<file path="src/rtl/key_pulse_gen.sv">
// rtl/key_pulse_gen.sv - two-key debounced pulse generator; define KEY_PULSE_AUTO_REPEAT_EN for auto-repeat
// Each key: 2-flop synchronizer, debounce counter, then a small FSM that emits request pulses.
module key_pulse_gen #(
  parameter int DEBOUNCE_CYCLES = 500000,
  parameter int REPEAT_DELAY    = 25000000,
  parameter int REPEAT_RATE     = 5000000
) (
  input  logic       clk,
  input  logic       reset,
  input  logic       key_faster_n,
  input  logic       key_slower_n,
  output logic       faster,
  output logic       slower,
  output logic [1:0] held
);

  localparam int DB_W = $clog2(DEBOUNCE_CYCLES + 1);

`ifdef KEY_PULSE_AUTO_REPEAT_EN
  localparam int RP_MAX = (REPEAT_DELAY > REPEAT_RATE) ? REPEAT_DELAY : REPEAT_RATE;
  localparam int RP_W   = $clog2(RP_MAX + 1);

  typedef enum logic [1:0] {
    ST_RELEASED  = 2'd0,
    ST_PRESSED   = 2'd1,
    ST_REPEATING = 2'd2
  } state_e;
`else
  typedef enum logic {
    ST_RELEASED = 1'b0,
    ST_PRESSED  = 1'b1
  } state_e;
`endif

  // index 1 = faster key, index 0 = slower key, matching held
  logic [1:0]      sync1_q, sync2_q;
  logic [1:0]      key_s;
  logic [DB_W-1:0] db_cnt_q [2];
  logic [DB_W-1:0] db_cnt_d [2];
  logic [1:0]      lvl_q, lvl_d;
  state_e          state_q [2];
  state_e          state_d [2];
  logic [1:0]      pulse_req;
  logic            both_held_d;
  logic            faster_q, faster_d;
  logic            slower_q, slower_d;

`ifdef KEY_PULSE_AUTO_REPEAT_EN
  logic [RP_W-1:0] rp_cnt_q [2];
  logic [RP_W-1:0] rp_cnt_d [2];
  logic [1:0]      expire;
`endif

  assign key_s = ~sync2_q;

  always_ff @(posedge clk) begin
    if (reset) begin
      sync1_q <= 2'b11;
      sync2_q <= 2'b11;
    end else begin
      sync1_q <= {key_faster_n, key_slower_n};
      sync2_q <= sync1_q;
    end
  end

  // Level toggles on the edge where the differing run would reach DEBOUNCE_CYCLES.
  always_comb begin
    lvl_d = lvl_q;
    for (int i = 0; i < 2; i++) begin
      db_cnt_d[i] = '0;
      if (key_s[i] != lvl_q[i]) begin
        if (db_cnt_q[i] == DB_W'(DEBOUNCE_CYCLES - 1)) begin
          lvl_d[i] = ~lvl_q[i];
        end else begin
          db_cnt_d[i] = db_cnt_q[i] + 1'b1;
        end
      end
    end
  end

  always_ff @(posedge clk) begin
    if (reset) begin
      lvl_q <= 2'b00;
      for (int i = 0; i < 2; i++) begin
        db_cnt_q[i] <= '0;
      end
    end else begin
      lvl_q <= lvl_d;
      for (int i = 0; i < 2; i++) begin
        db_cnt_q[i] <= db_cnt_d[i];
      end
    end
  end

`ifdef KEY_PULSE_AUTO_REPEAT_EN
  always_comb begin
    for (int i = 0; i < 2; i++) begin
      expire[i] = (rp_cnt_q[i] == RP_W'(1));
    end
  end
`endif

  always_ff @(posedge clk) begin
    for (int i = 0; i < 2; i++) begin
      if (reset) begin
        state_q[i] <= ST_RELEASED;
`ifdef KEY_PULSE_AUTO_REPEAT_EN
        rp_cnt_q[i] <= '0;
`endif
      end else begin
        state_q[i] <= state_d[i];
`ifdef KEY_PULSE_AUTO_REPEAT_EN
        rp_cnt_q[i] <= rp_cnt_d[i];
`endif
      end
    end
  end

  // Release is checked before expiry so a simultaneous release cancels the pulse.
  always_comb begin
    for (int i = 0; i < 2; i++) begin
      state_d[i] = state_q[i];
      case (state_q[i])
        ST_RELEASED: begin
          if (lvl_q[i]) state_d[i] = ST_PRESSED;
        end
        ST_PRESSED: begin
          if (!lvl_q[i]) state_d[i] = ST_RELEASED;
`ifdef KEY_PULSE_AUTO_REPEAT_EN
          else if (expire[i]) state_d[i] = ST_REPEATING;
        end
        ST_REPEATING: begin
          if (!lvl_q[i]) state_d[i] = ST_RELEASED;
`endif
        end
        default: state_d[i] = ST_RELEASED;
      endcase
    end
  end

  always_comb begin
    for (int i = 0; i < 2; i++) begin
      pulse_req[i] = 1'b0;
`ifdef KEY_PULSE_AUTO_REPEAT_EN
      rp_cnt_d[i] = (rp_cnt_q[i] != '0) ? rp_cnt_q[i] - 1'b1 : '0;
`endif
      case (state_q[i])
        ST_RELEASED: begin
          if (lvl_q[i]) begin
            pulse_req[i] = 1'b1;
`ifdef KEY_PULSE_AUTO_REPEAT_EN
            rp_cnt_d[i] = RP_W'(REPEAT_DELAY);
`endif
          end
        end
`ifdef KEY_PULSE_AUTO_REPEAT_EN
        ST_PRESSED, ST_REPEATING: begin
          if (!lvl_q[i]) begin
            rp_cnt_d[i] = '0;
          end else if (expire[i]) begin
            pulse_req[i] = 1'b1;
            rp_cnt_d[i] = RP_W'(REPEAT_RATE);
          end
        end
`endif
        default: pulse_req[i] = 1'b0;
      endcase
    end
  end

  // Suppression looks at held as it will be in the cycle the pulse is visible.
  always_comb begin
    both_held_d = lvl_d[1] & lvl_d[0];
    faster_d    = pulse_req[1] & ~both_held_d;
    slower_d    = pulse_req[0] & ~both_held_d & ~pulse_req[1];
  end

  always_ff @(posedge clk) begin
    if (reset) begin
      faster_q <= 1'b0;
      slower_q <= 1'b0;
    end else begin
      faster_q <= faster_d;
      slower_q <= slower_d;
    end
  end

  assign faster = faster_q;
  assign slower = slower_q;
  assign held   = lvl_q;

endmodule

</file>
<file path="config.mk">
export PLATFORM = sky130hd
export DESIGN_NAME = key_pulse_gen
export DESIGN_NICKNAME = d
export VERILOG_FILES = /design/src/rtl/key_pulse_gen.sv
export SDC_FILE = /design/constraint.sdc
export NUM_CORES = 1
export LEC_CHECK = 0
export CAP_MARGIN = 20
export CELL_PAD_IN_SITES_DETAIL_PLACEMENT = 1
export CELL_PAD_IN_SITES_GLOBAL_PLACEMENT = 1
export CORE_ASPECT_RATIO = 1.2
export CORE_MARGIN = 1.5
export CORE_UTILIZATION = 45
export CTS_BUF_LIST = sky130_fd_sc_hd__clkbuf_16
export DETAILED_ROUTE_END_ITERATION = 12
export PLACE_DENSITY_LB_ADDON = 0.1
export SLEW_MARGIN = 40
export SYNTH_ARGS = -nofsm -noshare
export SYNTH_HDL_FRONTEND = slang
export SYNTH_SLANG_ARGS = --single-unit
export TNS_END_PERCENT = 30
</file>
<file path="constraint.sdc">
create_clock -name clk -period 2.7 [get_ports clk]
set_input_delay 0.405 -clock clk [delete_from_list [all_inputs] [get_ports clk]]
set_output_delay 0.405 -clock clk [all_outputs]
set_load 0.05 [all_outputs]
</file>
After elaboration in Yosys (flattened, before gate mapping):

Memory sizes are Yosys's and may differ from the RTL's.
Cells that the tools add are included.

* add/sub/neg operators: 2
* eq/ne operators: 4
* muxes and demuxes: 19
* bitwise gates (word level): 13

Operators by type and width (number)
* two-way mux 19 bit: 6
* adder 19 x 1 -> 19 bit, second input constant: 2
* == test 19 bit, second input constant: 2
* two-way mux 1 bit: 13
* AND 1 bit: 4
* NOT 1 bit: 4
* bitwise OR 1 bit: 4
* inequality test 1 bit: 2
* NOT 2 bit: 1

* bits in registers: 8
* bits in writable memories: 40
* input bits: 4
* output and inout port bits: 4
* word-level logic and storage cells: 45
* memories: 2

Memory list
* db_cnt_q: depth 2, width 19, rd ports 2, clocked after memory_dff 0, write ports 2, RTL line 38 `logic [DB_W-1:0] db_cnt_q [2];`
* state_q: depth 2, width 1, rd ports 2, clocked after memory_dff 0, write ports 2, RTL line 41 `state_e state_q [2];`

Longest topological paths before layout:

Gate-level depths: netlist of run 1.

* depth in word-level cells: 7
* depth in mapped cells: 8
* mapped depth without buffers: 6

Worst setup path before layout of run 1:

Ideal clock, no wire load.

* path kind: register to register
* start point: mem db_cnt_q[0][19] in the netlist's numbering
* end point: mem db_cnt_q[0][24] in the netlist's numbering
* data arrival time: 1.813 ns
* data required time: 2.585 ns
* setup slack: 0.773 ns
* stages on the path, launching flop included: 9
* path buffers: 2
* period minus slack after synthesis: 1.927 ns
* cell sequence: dfxtp_1 -> ha_1 -> and4_1 -> nand4_1 -> or4_1 -> buf_2 -> nand2_2 -> buf_4 -> nor2_1

RTL lines (RTL line)
* start: declaration: 38

==> results of run 1 <==
==> cells by family (layout without fill, tap and decap cells) <==
kind of cell,Yosys count,in the layout
fa+ha+maj,2,2
mux,2,2
xor+xnor,36,36
flops,48,48
compound gates,3,3
buf+inv,10,19
simple gates,118,118
==> power by group <==
part	switching [W]	internal [W]	total, W	leakage, nW
Sequential	0.00000238	0.000712	0.000714	0.388
Clock	0.000239	0.000333	0.000572	0.0709
Combinational	0.00000819	0.00000772	0.0000159	0.281
==> per-layer routing <==
metal	part of all wire [%]	global-route usage (%)	vias to the layer above	routed length, microns
met1	41	18.74	730	1656
met2	56	36.73	11	2269
met5	0	0	-	0
li1	-	-	743	-
met4	1.6	7.971	0	66
met3	1.7	3.102	7	68
==> stage by stage <==
stage	utilization [%]	std cells	setup WS, ps	total power (W)
after detailed placement	49.23	277	527.1	0.0007463
after floorplan	-	219	772.8	0.0007402
after global routing	52.51	284	390.4	0.001357
after global placement	49.23	277	686.4	0.0007451
after CTS	52.40	284	513.1	0.001323
final	52.51	284	508.2	0.001302
==> cell usage after synthesis (3+ instances only) <==
cell / count / area (sq um)
and2_1: 3 / 18.77
and4_1: 4 / 35.03
dfxtp_1: 48 / 960.9
inv_1: 5 / 18.77
nand2_1: 17 / 63.81
nand3_1: 16 / 80.08
nand4_1: 6 / 37.54
nor2_1: 47 / 176.4
nor3_1: 3 / 15.01
nor4_1: 4 / 25.02
nor4b_1: 3 / 26.28
or2_2: 5 / 31.28
xnor2_1: 12 / 105.1
xor2_1: 24 / 210.2
==> critical path, stage by stage, from the launching register on <==
cell and delay (ps):
dfxtp_1 380, ha_1 270, and4_1 240, nand4_1 120
or4_1 610, nand2_2 340, nor2_1 110
==> placed cells by master (no fill, tap or decap) <==
master and count:
nor3_1 2, clkinv_2 1, a211oi_1 1, and2_1 3
or2_2 5, nor4b_1 3, or4_1 1, nand3b_1 1
clkbuf_16 5, and4_1 4, nor4bb_1 1, and2b_1 1
inv_1 6, o211a_1 1, and3_1 2, nand2_2 1
nand3_1 16, nor2_1 47, nand2b_1 2, ha_1 2
o21ai_0 1, nand2_1 17, xnor2_1 12, clkdlybuf4s50_1 7
mux2i_1 2, dfxtp_1 48, nor2b_1 1, nor3_2 1
nand4_1 6, nor4_1 4, xor2_1 24
==> worst paths after layout <==
path | slack [ps] | to | start
worst max-delay path | 510 | db_cnt_q[0][24] | db_cnt_q[0][19]
worst min register to register | 390 | slower | state_q[0]
worst min-delay path | 390 | slower | state_q[0]
worst max register to register | 510 | db_cnt_q[0][24] | db_cnt_q[0][19]
==> cell type report <==
type / count / area share [%]
timing repair buffer: 7 / 3.155
clock buffer: 5 / 5.634
clock inverter: 2 / 0.3944
sequential: 48 / 43.27
inverter: 5 / 0.8451
multi-input combinational: 161 / 43.55
tap: 56 / 3.155
==> state kept, by name, summed over array words and instances, names as in the netlist <==
signal / count
db_cnt_q: 38
slower: 1
sync2_q: 2
faster: 1
held: 2
state_q: 2
sync1_q: 2
==> results list, run 1 <==
* Result of the run: complete, no violations
* Setup repair after global routing missed its margin: no
* Post-synth EDFFs: 0
- Primary FF master, synth: dfxtp_1
- Hold repair after CTS inserted 0 buffers.
- In the finished design, the share of the clock period the worst path needs comes to between 80% and 90%.
- Yosys printed 0 warnings.
- Max Fclk: about 460 MHz
- Kind of capture point of the worst setup path: register
- No sink is reached through more buffers than the 2 on the longest clock path.
* Initial antenna violation count: 0
- After Yosys synthesis, XOR and XNOR cells account for between 10% and 20% of the synthesized area.
- Final-report max-slew violation count: 0
- Power density over the cells: between 500 and 600 mW/mm^2
* Die area: 0.004787 sq mm
- Top fanout value on the critical path: 18
- Max_cap viols: 0
- Total number of vias: about 1500
- Arrival time at the worst endpoint: between 2000 and 2500 ps
- Category of the worst setup path launch point: register
* Worst clock skew on the final layout: approximately 3.4 ps
* Largest net degree at the start of global routing: 19
- Footprint of the multi-input gates: 967.2 sq um
* Aggregate global-route resource usage: 18.27%
* Multiplexer fraction of the synthesized cell area: between 1 and 1.5%
- After global routing the overflow that remains totals 0.
* Compound-gate portion of the synthesized area: 1.143%
- Count of standard-cell rows: 26
- The total area inside the core boundary comes to between 0.004 and 0.005 sq mm.
- Later-pin clock latency in the skew report: 280 ps
* Final Hold Fails: 0
- Number of register bits inferred by synthesis: 48
* Setup repair bufs after CTS: 0
- From synthesis to final layout, the design area changed by 12.70%.
- Average cell area after synthesis: 8.998 sq um
* Clock root cell: clkbuf_16
- Tightest Pin Transition: roughly 800 ps
- Summing all flip-flop and latch instances after layout gives ~960 sq um.
- Summed over all failing endpoints, the final setup total negative slack is 0 ps.
- The worst pin sits at a relative slew slack of ~46%.
* Class of the most critical setup path: register to register
- Total cell area at the placement stage: ~0.0021 sq mm
* Post-synthesis share of cell area spent on full adders, half adders and majority gates: between 1 and 1.5%
* Worst hold path class: register to register
* Antenna-violating nets left: 0
- CTS clk-pin slew, worst paths: roughly 60 ps
- After synthesis, flip-flops and latches occupy approximately 50% of the total area.
* First-pass GRT wire length: 6755 microns
- Post-Synth Simple-Gate Area: between 20 and 30%
- Horizontal die dimension: about 63 microns
- For this run, design rule violations remaining after detail routing come to 0.
- TritonCTS clock tree: built
- Detailed-router iteration count before antenna repair: 4
* Final setup violating endpoints: 0
- Gates resized during post-CTS repair numbered 0.
- Antenna diode instance count: 0
- Number of global-route vias before repair: 1511
- Unique cell type count in the Yosys netlist: 30
- For this block, the initial DRC count from the detailed router was 96.
* Drt total wl: 4061 microns
- The initial utilization of the core area, before any placement, comes to 46.60%.
- Number of instances in the synthesized netlist: between 200 and 250
- Worst Path Required: ~2900 ps
- The clock period could shrink to between 2000 and 2500 ps.
- Clock Sinks: 48
- Dividing the detail-routed wire length by the instance count gives between 10 and 15 microns.
* Vias per inst: around 5.3
* Vertical die dimension: roughly 75 microns
* Number of cells on the worst hold path: 1
- PortBufs: 7
- Peak supply drop: between 300 and 400 uV
- Buffers inserted during clock tree synthesis total 5.
- Net count reported at finish: 234
* Asr flop ratio synth: 0%
* Post-DP HPWL: about 3000 microns
- Cell area after technology mapping: approximately 0.002 sq mm
- The clock tree synthesis step divided the H-tree into 2 levels.
* Proportion of layout cells with a drive suffix above 1: 5.702%
- Summed over all cells, the static leakage comes to ~0.74 nW.
- Synthesized netlist net count: between 200 and 250
* Largest family of logic cells by synthesized area: simple AND/OR/NAND/NOR gates
* Boundary pin count: 8
- The filler cells instantiated in the layout total 508.
* Post-route design area: 0.002221 sq mm
- Number of cell instances on the worst register-to-register path: 6
* Final weighted congestion in routability-driven placement: between 0.7 and 0.8
- Hold timing on the final database bottoms out at a slack of about 400 ps.
Note: power is estimated with default switching activity, not from simulation.
==> run 2, diff against run 1 <==
- clock period: 2.7 -> 2.2 ns (I/O delays scaled with it)
==> run 2 against run 1 <==
Against the previous run:
- count of clock-buffer cells in the layout unchanged
- global-route usage up 0.26 points
- utilization up 1.3 points
- die area unchanged
- critical path type unchanged
- critical endpoint is now slower
==> results list, run 2 (synthesis gave the netlist of run 1 again) <==
- Result of the run: complete, no violations
- Derived from the worst setup path, the maximum achievable clock frequency is between 400 and 500 MHz.
- Routed length per instance: between 10 and 15 microns
- In this run the horizontal extent of the chip is 63.41 microns.
* Flop-to-flop setup slack: ~170 ps
- Number of cell instances on the worst register-to-register path: 6
- Tightest Pin Transition: ~520 ps
- In this run the worst path has a maximum fanout of 4.
- In the final routing, the length of wire on met1 measures roughly 1600 microns.
- P_int: roughly 0.0014 W
- The library cell used most frequently in the layout, excluding fill and tap cells, is dfxtp_1.
* TritonCTS clock tree: built
- Combinational cells account for between 1 and 1.5% of the total power.
- Dividing total power by cell area gives a power density of between 700 and 800 mW/mm^2.
- STA classifies the critical path endpoint as a register.
- Max reg flops: 38
- In this run the remaining antenna-violating nets after routing total 0.
- Max_cap viols: 0
* First-pass GRT wire length: just under 7000 microns
* Net count reported at finish: between 200 and 250
* Initial Util: a little under half
* Sink of the worst hold path: slower
- The routed design has 4098 microns of wire.
- Number of DRC violations after detailed routing: 0
* Vias per inst: around 5.2
* H-tree lvl count: 2
* Leakage: between 0.7 and 0.8 nW
- Worst path setup slack after routing: between 150 and 200 ps
* Aggregate global-route resource usage: 18.53%
- Worst clock skew on the final layout: around 5.2 ps
* Number of cells in the design after placement: between 200 and 300
* Clock Sinks: 48
* Routed wire length on met2: between 2000 and 2500 microns
- The number of pins exceeding their max-slew limit in the final report came to 0.
- Setup repair after global routing left no endpoint under its margin.
* Category of the worst setup path launch point: register
- The die is between 70 and 80 microns tall.
- Net switching is a little under a fifth of the power.
- Boundary pin count: 8
* # fillers: approximately 500
- Counting instances, the worst hold path has a depth of 1.
- Data on the critical path is required at its endpoint by roughly 2400 ps.
* Final setup violating endpoints: 0
- Die area: 0.004787 sq mm
- Growth of design area from synthesis to finish: 15.56%
* DR top layer: met4
- Routed length on met3: just under 100 microns
* Post-DP HPWL: around 3000 microns
* Startpoint of the lowest-slack hold path: state_q[0]
- Post-place setup slack: 48.26 ps
* Fin cells: approximately 290
* Violation count after the first detailed-routing iteration: 31
- The worst setup path is of the register to register kind.
* Peak supply drop: roughly 640 uV
* Sequential power share: between 50% and 60%
- Buffers added to address setup during post-CTS repair amount to 0.
* Top library cells by usage in the layout, fill and taps aside: dfxtp_1 (48), nor2_1 (47), xor2_1 (24)
- Critical R2R Launch: db_cnt_q[0][19]
- The initialized floorplan defines 26 standard-cell rows.
- The number of antenna violations at the first check in global routing is 0.
- Headroom to the max-slew limit: 65.30%
* Proportion of layout cells with a drive suffix above 1: slightly below 8%
* Final weighted congestion in routability-driven placement: ~0.78
- Final Hold Fails: 0
- The final critical path takes up between 90% and 100% of the cycle.
* Detailed-router iteration count before antenna repair: 4
- The routed layout has 1496 vias.
* PortBufs: 7
* Final critical-path required period: around 2000 ps
- Number of global-route vias before repair: 1562
- Setup total negative slack on the finished layout was measured at 0 ps.
* Reported net switching power: about 0.00031 W
- TritonCTS created 5 clock buffers.
* Global route overflow: 0
* Worst hold path class: register to register
* Largest net degree at the start of global routing: 19
- The clock network accounts for 47.8% of the total power.
- Register containing the most flip-flops in the final layout: db_cnt_q
- Reg2Reg Capture Point: slower
* Arrival time at the worst endpoint: ~2200 ps
- For the worst-skew pair, the clock arrives at the later sink with an insertion delay of around 280 ps.
- Counting along the longest clock path gives a buffer depth of 2.
- Clock-pin slew was measured on the worst setup and hold paths at approximately 60 ps.
- Antenna diode instance count: 0
- After floorplanning, the core was sized to cover approximately 0.0042 sq mm.
* Clock root cell: clkbuf_16
[run 2: through the flow]
stage / hold slack (ps) / total power (W) / utilization, % / area (sq um)
after floorplan: 369.5 / 0.0009084 / - / 1971
after global placement: 384.6 / 0.0009158 / 49.76 / 2105
after detailed placement: 400.0 / 0.0009171 / 49.76 / 2105
after CTS: 412.3 / 0.001737 / 53.43 / 2260
after global routing: 424.4 / 0.001770 / 53.85 / 2277
final: 406.3 / 0.001719 / 53.85 / 2277
[run 2: worst max-delay path: stages (launching register included)]
cell and delay [ps]:
dfxtp_1 380, ha_1 240, and4_1 250, nand4_1 140, or4_4 560, mux2i_2 190, a211oi_2 190
[run 2: layer usage]
metal | vias to the layer above | GRT usage (%)
met5 | - | 0
met4 | 0 | 10.14
met3 | 9 | 3.988
met2 | 13 | 36.02
met1 | 728 | 18.67
li1 | 746 | -
[run 2: power by group through the flow]
stage / combinational, W / clock [W] / sequential, W
2_1_floorplan: 0.0000133 / 0 / 0.000895
3_3_place_gp: 0.0000203 / 0 / 0.000895
3_5_place_dp: 0.0000213 / 0 / 0.000896
4_1_cts: 0.0000215 / 0.000839 / 0.000876
5_1_grt: 0.0000240 / 0.000870 / 0.000876
6_report: 0.0000214 / 0.000822 / 0.000876
[run 2: how the worst max path moves through the flow]
stage               startpoint              end  slack [ps]  cells after the start
2_1_floorplan  db_cnt_q[0][19]  db_cnt_q[0][28]         270                      8
3_3_place_gp   db_cnt_q[0][19]  db_cnt_q[0][33]         190                      6
3_5_place_dp   db_cnt_q[0][19]  db_cnt_q[0][22]          50                      6
4_1_cts        db_cnt_q[0][19]  db_cnt_q[0][27]          30                      6
5_1_grt        db_cnt_q[0][19]           slower          70                      6
6_report       db_cnt_q[0][19]           slower         170                      6
[run 2: cell type report]
cell class	count	area, sq um	share of cell area [%]
clock buffers	5	125.1	5.495
clock inverters	1	30.03	1.319
inverters	5	18.77	0.8242
multi-input cells	161	979.7	43.02
flip-flops and latches	48	960.9	42.20
well taps	56	70.07	3.077
repair buffers	10	92.59	4.066
[run 2: repair_timing]
action	in CTS	in global routing
endpoints found under the setup margin	0	19
hold buffers	0	0
gates resized for setup	0	4
